**config.mk**
```make
export PLATFORM = sky130hd
export DESIGN_NAME = fetch_unit
export DESIGN_NICKNAME = d
export VERILOG_FILES = /design/src/rtl/fetch_pkg.sv /design/src/rtl/fetch_queue.sv /design/src/rtl/fetch_unit.sv
export SDC_FILE = /design/constraint.sdc
export NUM_CORES = 1
export LEC_CHECK = 0
export CAP_MARGIN = 30
export CORE_UTILIZATION = 56
export CTS_CLUSTER_DIAMETER = 80
export DETAILED_ROUTE_END_ITERATION = 7
export PLACE_DENSITY = 0.78
export SYNTH_ARGS = -nofsm -noshare
export SYNTH_HDL_FRONTEND = slang
export SYNTH_SLANG_ARGS = --single-unit
export TNS_END_PERCENT = 5
```
**constraint.sdc**
```tcl
create_clock -name clk -period 4.1 [get_ports clk]
set_clock_uncertainty 0.2 [all_clocks]
set_input_delay 0.41 -clock clk [delete_from_list [all_inputs] [get_ports clk]]
set_output_delay 0.41 -clock clk [all_outputs]
set_load 0.02 [all_outputs]
```
**src/rtl/fetch_pkg.sv**
```systemverilog
// Shared fetch/decode constants.
package fetch_pkg;

    localparam int unsigned INSTR_W = 32;
    localparam logic [INSTR_W-1:0] NOP_INSTR = 32'h0000_0013;
    localparam int unsigned PC_STEP = 4;

    // Major opcodes decode keys on; kept here so both stages agree.
    localparam logic [6:0] OP_RTYPE = 7'b0110011;
    localparam logic [6:0] OP_ITYPE = 7'b0010011;

endpackage

```
**src/rtl/fetch_queue.sv**
```systemverilog
// DEPTH-entry synchronous FIFO of {instr, pc} with flush and occupancy count.
module fetch_queue
    import fetch_pkg::*;
#(
    parameter int unsigned ADDR_W = 32,
    parameter int unsigned DEPTH  = 4,
    localparam int unsigned PTR_W = $clog2(DEPTH),
    localparam int unsigned CNT_W = PTR_W + 1
) (
    input  logic               clk,
    input  logic               rst_n,
    input  logic               flush,
    input  logic               push,
    input  logic [INSTR_W-1:0] push_instr,
    input  logic [ADDR_W-1:0]  push_pc,
    input  logic               pop,
    output logic [INSTR_W-1:0] head_instr,
    output logic [ADDR_W-1:0]  head_pc,
    output logic [CNT_W-1:0]   count
);

    logic [INSTR_W-1:0] instr_q [DEPTH];
    logic [INSTR_W-1:0] instr_d [DEPTH];
    logic [ADDR_W-1:0]  pc_q    [DEPTH];
    logic [ADDR_W-1:0]  pc_d    [DEPTH];
    logic [PTR_W-1:0]   wr_ptr_q, wr_ptr_d;
    logic [PTR_W-1:0]   rd_ptr_q, rd_ptr_d;
    logic [CNT_W-1:0]   cnt_q, cnt_d;

    // Pointer/count next state; flush wins over push and pop.
    always_comb begin
        wr_ptr_d = wr_ptr_q;
        rd_ptr_d = rd_ptr_q;
        cnt_d    = cnt_q;
        instr_d  = instr_q;
        pc_d     = pc_q;
        if (flush) begin
            wr_ptr_d = '0;
            rd_ptr_d = '0;
            cnt_d    = '0;
        end else begin
            if (push) begin
                instr_d[wr_ptr_q] = push_instr;
                pc_d[wr_ptr_q]    = push_pc;
                wr_ptr_d          = wr_ptr_q + PTR_W'(1);
            end
            if (pop) begin
                rd_ptr_d = rd_ptr_q + PTR_W'(1);
            end
            cnt_d = cnt_q + CNT_W'(push) - CNT_W'(pop);
        end
    end

    // Control state register.
    always_ff @(posedge clk or negedge rst_n) begin
        if (!rst_n) begin
            wr_ptr_q <= '0;
            rd_ptr_q <= '0;
            cnt_q    <= '0;
        end else begin
            wr_ptr_q <= wr_ptr_d;
            rd_ptr_q <= rd_ptr_d;
            cnt_q    <= cnt_d;
        end
    end

    // Entry storage needs no reset: entries are only read when counted valid.
    always_ff @(posedge clk) begin
        instr_q <= instr_d;
        pc_q    <= pc_d;
    end

    assign head_instr = instr_q[rd_ptr_q];
    assign head_pc    = pc_q[rd_ptr_q];
    assign count      = cnt_q;

endmodule

```
**src/rtl/fetch_unit.sv**
```systemverilog
// Fetch stage: PC ownership, credit-limited imem requests, response drop after redirect,
// and a buffered valid/ready interface to decode.
module fetch_unit
    import fetch_pkg::*;
#(
    parameter int unsigned        ADDR_W   = 32,
    parameter logic [ADDR_W-1:0]  RESET_PC = '0,
    parameter int unsigned        DEPTH    = 4
) (
    input  logic               clk,
    input  logic               rst_n,
    output logic               imem_req_valid,
    input  logic               imem_req_ready,
    output logic [ADDR_W-1:0]  imem_req_addr,
    input  logic               imem_rsp_valid,
    input  logic [INSTR_W-1:0] imem_rsp_data,
    input  logic               redirect_valid,
    input  logic [ADDR_W-1:0]  redirect_pc,
    output logic               if_valid,
    input  logic               if_ready,
    output logic [INSTR_W-1:0] if_instr,
    output logic [ADDR_W-1:0]  if_pc
);

    localparam int unsigned CNT_W = $clog2(DEPTH) + 1;
    localparam int unsigned SUM_W = CNT_W + 1;

    logic [ADDR_W-1:0]  fetch_pc_q, fetch_pc_d;
    logic [ADDR_W-1:0]  rsp_pc_q, rsp_pc_d;
    logic [CNT_W-1:0]   out_q, out_d;
    logic [CNT_W-1:0]   drop_q, drop_d;
    logic [CNT_W-1:0]   q_count;
    logic [INSTR_W-1:0] q_head_instr;
    logic [ADDR_W-1:0]  q_head_pc;
    logic               q_push, q_pop, q_flush;
    logic               credit_ok, accept;
    logic [ADDR_W-1:0]  redirect_pc_aligned;
    logic               unused_redirect_lsb;

    assign redirect_pc_aligned = {redirect_pc[ADDR_W-1:2], 2'b00};
    assign unused_redirect_lsb = ^redirect_pc[1:0];

    // Queued plus in-flight words never exceed DEPTH, so the queue cannot overflow.
    assign credit_ok      = (SUM_W'(q_count) + SUM_W'(out_q)) < SUM_W'(DEPTH);
    assign imem_req_valid = credit_ok && !redirect_valid && rst_n;
    assign imem_req_addr  = fetch_pc_q;
    assign accept         = imem_req_valid && imem_req_ready;

    assign if_valid = (q_count != '0);
    assign if_instr = if_valid ? q_head_instr : NOP_INSTR;
    assign if_pc    = if_valid ? q_head_pc : '0;

    // Next-state for PCs, credits and drop counter; redirect has highest priority.
    always_comb begin
        out_d      = out_q + CNT_W'(accept) - CNT_W'(imem_rsp_valid);
        fetch_pc_d = accept ? fetch_pc_q + ADDR_W'(PC_STEP) : fetch_pc_q;
        rsp_pc_d   = rsp_pc_q;
        drop_d     = drop_q;
        q_push     = 1'b0;
        q_pop      = if_valid && if_ready;
        q_flush    = 1'b0;
        if (redirect_valid) begin
            q_flush    = 1'b1;
            q_pop      = 1'b0;
            fetch_pc_d = redirect_pc_aligned;
            rsp_pc_d   = redirect_pc_aligned;
            // Every word still owed by memory belongs to the abandoned path.
            drop_d     = out_d;
        end else if (imem_rsp_valid) begin
            if (drop_q != '0) begin
                drop_d = drop_q - CNT_W'(1);
            end else begin
                q_push   = 1'b1;
                rsp_pc_d = rsp_pc_q + ADDR_W'(PC_STEP);
            end
        end
    end

    // State register.
    always_ff @(posedge clk or negedge rst_n) begin
        if (!rst_n) begin
            fetch_pc_q <= RESET_PC;
            rsp_pc_q   <= RESET_PC;
            out_q      <= '0;
            drop_q     <= '0;
        end else begin
            fetch_pc_q <= fetch_pc_d;
            rsp_pc_q   <= rsp_pc_d;
            out_q      <= out_d;
            drop_q     <= drop_d;
        end
    end

    fetch_queue #(
        .ADDR_W (ADDR_W),
        .DEPTH  (DEPTH)
    ) u_queue (
        .clk        (clk),
        .rst_n      (rst_n),
        .flush      (q_flush),
        .push       (q_push),
        .push_instr (imem_rsp_data),
        .push_pc    (rsp_pc_q),
        .pop        (q_pop),
        .head_instr (q_head_instr),
        .head_pc    (q_head_pc),
        .count      (q_count)
    );

    // A response with nothing outstanding means the memory broke ordering.
    rsp_without_req_a : assert property (
        @(posedge clk) disable iff (!rst_n) imem_rsp_valid |-> (out_q != '0)
    );

endmodule

```
==> metrics.md <==
| Metric | Value |
|---|---|
| Net Sw Frac | `28.6%` |
| Critical Path AT | `2880 ps` |
| Synth Warn # | `0` |
| Setup crit end kind | `primary output` |
| Number of global-route vias before repair | `around 7800` |
| Post-synthesis cell area | `~0.014 mm²` |
| Final Cycle Share | `85.2%` |
| # resized after CTS | `0` |
| Slew headroom | `about a third` |
| Synth area leader | `edfxtp_1` |
| Post-layout nets | `1100` |
| Total Power | `around 0.009 W` |
| Mux contribution to synthesized area | `11.7%` |
| Internal Power | `0.00658 W` |
| Final WL | `roughly 27000 µm` |
| Fin. Hold Viols | `0` |
| Vias per cell | `~5.7` |
| Outcome | `finished clean` |
| Max-cap violation count | `0` |
| WP data required | `between 3000 and 4000 ps` |
| XOR/XNOR Fraction of Synth Area | `2.78%` |
| First-pass GRT wire length | `42400 µm` |
| Avg Inst Size Synth | `between 15 and 20 µm²` |
| Largest net degree at the start of global routing | `between 60 and 70` |
| Slowest stage cell, crit path | `dfrtp_4` |
| Clock power share | `roughly 29%` |
| Initial Utilization | `57.4%` |
| Routed Antenna Nets | `0` |
| Worst-path cell chain | `buf_4 > mux4_2 > or2_2 > clkdlybuf4s50_1` |
| I/O pins | `about 170` |
| Cts bufs inserted | `31` |
| Crit path max-delay family | `buffers and inverters` |
| Final setup vio count | `0` |
| Largest family of logic cells by synthesized area | `multiplexers` |
| Die area | `roughly 0.025 mm²` |
| Antenna diode count | `0` |
| Post-synth ARST share | `between 20% and 30%` |
| Vias post-DR | `7773` |
| Post-synthesis cell count | `838` |
| Synth Area in Simple Gates | `10.1%` |
| Hold Slack | `268 ps` |
| Final setup TNS | `0 ps` |
| Number of port buffers | `161` |
| PD cells | `557 mW/mm²` |
| Flops & latches, synth | `about 320` |
| Die height | `158 µm` |
| Largest fanout on the critical path | `15` |
| Post-DP HPWL | `~17000 µm` |
| Min Tclk post-route | `between 3000 and 4000 ps` |
| Bufs on Longest Clock Path | `3` |
| Avg WL per Cell | `approximately 20 µm` |
| GPL Wtd Cong | `0.857` |
| CP max stage delay | `580 ps` |
| DRT iter0 DRCs | `around 560` |
| Distinct cells, synth | `51` |
| Main synth FF type | `edfxtp_1` |
| Comb pwr share | `between 20% and 30%` |
| Total track usage | `between 20% and 30%` |
| Sequential area share after synthesis | `68.4%` |
| Clk_lat worst skew | `approximately 540 ps` |
| Initial antenna violation count | `0` |
| Worst-margin pin slew | `970 ps` |
| TritonCTS clock tree | `built` |
| Sequential Power Share | `about 43%` |
| CTS sink count | `321` |
| Largest cells by area after synthesis | `edfxtp_1 55%, dfrtp_1 13%, mux4_2 10%` |
| # DRC | `0` |
| RSZ-0062 raised after global routing | `false` |
| Post-Layout Cell Count | `~1400` |
| Worst Path Buf+Inv | `2` |
| Reg clk slew, reported paths | `60 ps` |
| Area share of fa/ha/maj cells after synthesis | `under 10%` |
| Slew Limit Fails | `0` |
| Dpl cells | `1299` |
| Area Growth Syn to Fin | `22.1%` |
| Synth Area in Compound Gates | `~3.4%` |
| Final Util | `between 70% and 80%` |
| P_sw | `around 0.0026 W` |
| Synth top area share | `between 50 and 60%` |
| Max H-tree Level | `1` |
| EDFF count, synth | `around 250` |
| Layout cell share with drive strength beyond 1 | `between 10% and 20%` |
| Fillers | `around 1600` |
| Max Clk Rate | `around 290 MHz` |
| Core area | `0.0236 mm²` |
| VDD IR max | `about 0.00035 V` |
| CP Launch Type | `flip-flop` |
| Worst setup path class | `flip-flop to primary output` |
| GRT overflow | `0` |
| Worst Hold Class | `primary input to asynchronous set/reset pin` |
| Leakage | `5.67 nW` |
| Die Span X | `around 160 µm` |
| DR pass1 iterations | `5` |
| CTS root buf | `clkbuf_16` |
| Row Count | `56` |
synth_stat cells (3+ instances only):
library cell / n
and3_1: 11
mux4_2: 62
o311ai_1: 4
nor4_1: 3
ha_1: 14
nand4b_1: 4
clkbuf_1: 22
nand3_1: 25
nand4_1: 20
dfrtp_1: 73
buf_4: 5
a21oi_1: 6
inv_1: 24
xnor2_1: 22
nand2_1: 50
o211ai_1: 8
nor2_1: 22
nand2b_1: 3
buf_2: 9
o21ai_0: 33
xor2_1: 21
a31oi_1: 6
edfxtp_1: 248
nor3_2: 3
and2_1: 69
nand3b_1: 3
o311ai_0: 4
buf_1: 3
nor3_1: 8
or2_2: 3
mux2_2: 9
and4_1: 8
mux2i_1: 7
final timing paths:
kind / startpoint / end / slack [ps] / cells after the start
worst min-delay path: rst_n / imem_req_addr[17] / 270 / 3
worst max-delay path: u_queue.rd_ptr_q[0] / if_instr[0] / 610 / 4
worst min register to register: out_q[2] / out_q[2] / 310 / 1
worst max register to register: out_q[2] / drop_q[2] / 1040 / 13
min in group clk: redirect_pc[12] / imem_req_addr[12] / 270 / 3
max in group asynchronous: rst_n / u_queue.rd_ptr_q[0] / 2450 / 4
timing repair:
action                                  CTS  global route
hold endpoints to repair                 29             0
endpoints found under the setup margin    0             0
hold buffers                              1             0
setup buffers                             0             0
sequential cells by signal (all words and copies together), names as in the netlist:
| name | cells |
|---|---|
| drop_q | 3 |
| imem_req_addr | 30 |
| out_q | 3 |
| rsp_pc_q | 30 |
| u_queue.count | 3 |
| u_queue.instr_q | 128 |
| u_queue.pc_q | 120 |
| u_queue.rd_ptr_q | 2 |
| u_queue.wr_ptr_q | 2 |
worst register-to-register path, cell delays in order, from the launching register on:
cell,delay [ps]
dfrtp_1,400
ha_1,310
nor4_2,270
and4_1,300
inv_4,140
ha_1,300
inv_1,50
ha_1,130
inv_1,50
fa_1,370
xnor2_1,140
xnor2_1,140
nand2_1,70
o21ai_0,80
area by class of cell:
cell class | count | area (µm²) | area share, %
well taps | 319 | 399 | 2.41
clock buffers | 48 | 880 | 5.31
flip-flops and latches | 321 | 9280 | 56.1
multi-input cells | 456 | 4030 | 24.3
repair buffers | 179 | 1800 | 10.9
inverters | 25 | 96.3 | 0.582
clock inverters | 9 | 71.3 | 0.431
layout by cell type, fill, tap and decap left out, types with 4 or more instances in the layout:
| cell type | count |
|---|---|
| a21oi_1 | 6 |
| a31oi_1 | 6 |
| and2_1 | 65 |
| and2_2 | 4 |
| and3_1 | 11 |
| and4_1 | 8 |
| buf_12 | 5 |
| buf_4 | 12 |
| clkbuf_1 | 13 |
| clkbuf_16 | 31 |
| clkbuf_8 | 4 |
| clkdlybuf4s50_1 | 159 |
| clkinv_2 | 6 |
| conb_1 | 4 |
| dfrtp_1 | 71 |
| edfxtp_1 | 248 |
| ha_1 | 14 |
| inv_1 | 23 |
| mux2_2 | 9 |
| mux2i_1 | 7 |
| mux4_2 | 62 |
| nand2_1 | 50 |
| nand3_1 | 25 |
| nand4_1 | 20 |
| nand4b_1 | 4 |
| nor2_1 | 22 |
| nor3_1 | 8 |
| o211ai_1 | 8 |
| o21ai_0 | 33 |
| o311ai_0 | 4 |
| o311ai_1 | 4 |
| xnor2_1 | 22 |
| xor2_1 | 21 |
per-layer routing:
| layer | share of wire (%) | wire length [µm] | GRT usage [%] |
|---|---|---|---|
| met1 | 44 | 11800 | 32.2 |
| met2 | 48 | 13000 | 36.8 |
| met3 | 6.9 | 1870 | 3.37 |
| met4 | 1.6 | 422 | 5.04 |
| met5 | 0 | 0 | 0 |
cells by family (layout without fill, tap and decap cells):
family | count (synthesis) | in the layout
flip-flops | 321 | 321
multiplexers | 79 | 79
AO/OA/AOI/OAI | 74 | 74
other | 1 | 4
AND/OR/NAND/NOR | 240 | 240
adder cells (fa/ha/maj) | 16 | 16
buffers and inverters | 64 | 261
XOR/XNOR | 43 | 43
metrics by stage:
stage,area [µm²],setup slack [ps]
global placement,15600,1050
global route,16600,457
CTS,16600,545
finish,16600,608
detailed placement,15600,1020
floorplan,13600,869
power by group through the flow:
stage,registers (W),logic (W),clock network [W]
after floorplan,0.00397,0.00160,0
after global placement,0.00400,0.00263,0
after detailed placement,0.00401,0.00267,0
after CTS,0.00395,0.00267,0.00270
after global routing,0.00398,0.00284,0.00284
final,0.00395,0.00262,0.00265
(Power assumes the default switching activity.)
==> patch (same flow settings) <==
`DEPTH` is set to 4 in 2 places; all go to 8.
--- a/src/rtl/fetch_queue.sv
+++ b/src/rtl/fetch_queue.sv
@@ -4,5 +4,5 @@
 #(
     parameter int unsigned ADDR_W = 32,
-    parameter int unsigned DEPTH  = 4,
+    parameter int unsigned DEPTH  = 8,
     localparam int unsigned PTR_W = $clog2(DEPTH),
     localparam int unsigned CNT_W = PTR_W + 1
--- a/src/rtl/fetch_unit.sv
+++ b/src/rtl/fetch_unit.sv
@@ -6,5 +6,5 @@
     parameter int unsigned        ADDR_W   = 32,
     parameter logic [ADDR_W-1:0]  RESET_PC = '0,
-    parameter int unsigned        DEPTH    = 4
+    parameter int unsigned        DEPTH    = 8
 ) (
     input  logic               clk,
Behaviour: no difference found for any inputs over 4 cycles, from zero or initial values and one cycle with rst_n low; that may be too few to reach the edited logic, so the function may still have changed.
==> patch against the unedited design <==
- the run now ends with design-rule violations left
- wire length grew 82%
- sequential cell count rose by 253
- largest power group unchanged
- worst setup slack got worse by 270 ps
- power grew 73%
- sequential share of layout area is 4.8 points higher
- design area is 67% higher
- synthesized area increased by 72%
- critical endpoint is now if_pc[20]
- die area is 71% higher
==> patch: results <==
# TYPE chip_impl_metric gauge
chip_impl_info{name="status",value="finished, violations left"} 1
chip_impl_info{name="violations",value="design-rule violations"} 1
chip_impl_metric{name="groute.layer.met1.usage",unit="%"} 32.2
chip_impl_metric{name="route.layer.met1.wl",unit="mm"} 19.6
chip_impl_metric{name="num-nets-final",unit=""} 1546
chip_impl_metric{name="dr_total_vias",unit=""} 12300
chip_impl_metric{name="drt_pre_antenna_iters",unit=""} 7
chip_impl_metric{name="drive_gt1_share",unit="%"} 18.3
chip_impl_metric{name="grt_pass1_vias",unit=""} 12800
chip_impl_info{name="top_registers",value="u_queue.instr_q x256, u_queue.pc_q x240"} 1
chip_impl_metric{name="crit_fanout",unit=""} 36
chip_impl_metric{name="first_iter_violations",unit=""} 884
chip_impl_metric{name="r2r_slack",unit="ps"} 970
chip_impl_metric{name="postSynthAreaPerCell",unit="sq um"} 18.4
chip_impl_metric{name="finalCoreUtilization",unit="%"} 67.6
chip_impl_metric{name="worstMarginPinSlew",unit="ps"} 817
chip_impl_metric{name="grt_util_met3",unit="%"} 3.53
chip_impl_metric{name="combinationalPower",unit="mW"} 3.93
chip_impl_info{name="worst_setup_path_endpoint",value="if_pc[20]"} 1
chip_impl_metric{name="layout_min_cycle_time",unit="ps"} 3770
chip_impl_metric{name="clockNetworkAreaShare",unit="%"} 6.69
chip_impl_metric{name="postSynthRegisterBits",unit=""} 574
chip_impl_metric{name="post_synth_mux_area_share",unit="%"} 15.8
chip_impl_metric{name="reg2regPathDepth",unit=""} 12
chip_impl_metric{name="area_share_nonclk_buffers",unit="%"} 7.23
chip_impl_info{name="yosys-top-cells-area",value="sky130_fd_sc_hd__edfxtp_1 64%, sky130_fd_sc_hd__mux4_2 12%, sky130_fd_sc_hd__dfrtp_1 8.4%"} 1
chip_impl_metric{name="synth_adder_area_share",unit="%"} 1.14
chip_impl_metric{name="clock_tree.htree_level_count",unit=""} 2
chip_impl_metric{name="route.detailed.drc",unit=""} 19
chip_impl_metric{name="power.density",unit="nW/um^2"} 577
chip_impl_metric{name="area_taken_by_multi_input_logic_gates",unit="sq um"} 6240
chip_impl_metric{name="tritoncts.num_buffers",unit=""} 54
## patch: cell count changes after synthesis, moves of 10 or more
| cell | before | now |
|---|---|---|
| sky130_fd_sc_hd__mux2_2 | 9 | 21 |
| sky130_fd_sc_hd__o21ai_0 | 33 | 14 |
| sky130_fd_sc_hd__edfxtp_1 | 248 | 496 |
| sky130_fd_sc_hd__and2_1 | 69 | 3 |
| sky130_fd_sc_hd__a21oi_1 | 6 | 16 |
| sky130_fd_sc_hd__mux2i_1 | 7 | 66 |
| sky130_fd_sc_hd__buf_1 | 3 | 14 |
| sky130_fd_sc_hd__nand4_1 | 20 | 30 |
| sky130_fd_sc_hd__mux4_2 | 62 | 124 |
| sky130_fd_sc_hd__nor2_1 | 22 | 94 |
| sky130_fd_sc_hd__clkbuf_1 | 22 | 35 |
## patch: critical path, delay by kind of cell, from the launching register on
family	cells	cell delay, ps
and+or+nand+nor	1	70
DFF	1	720
muxes	2	870
buffers and inverters	2	890
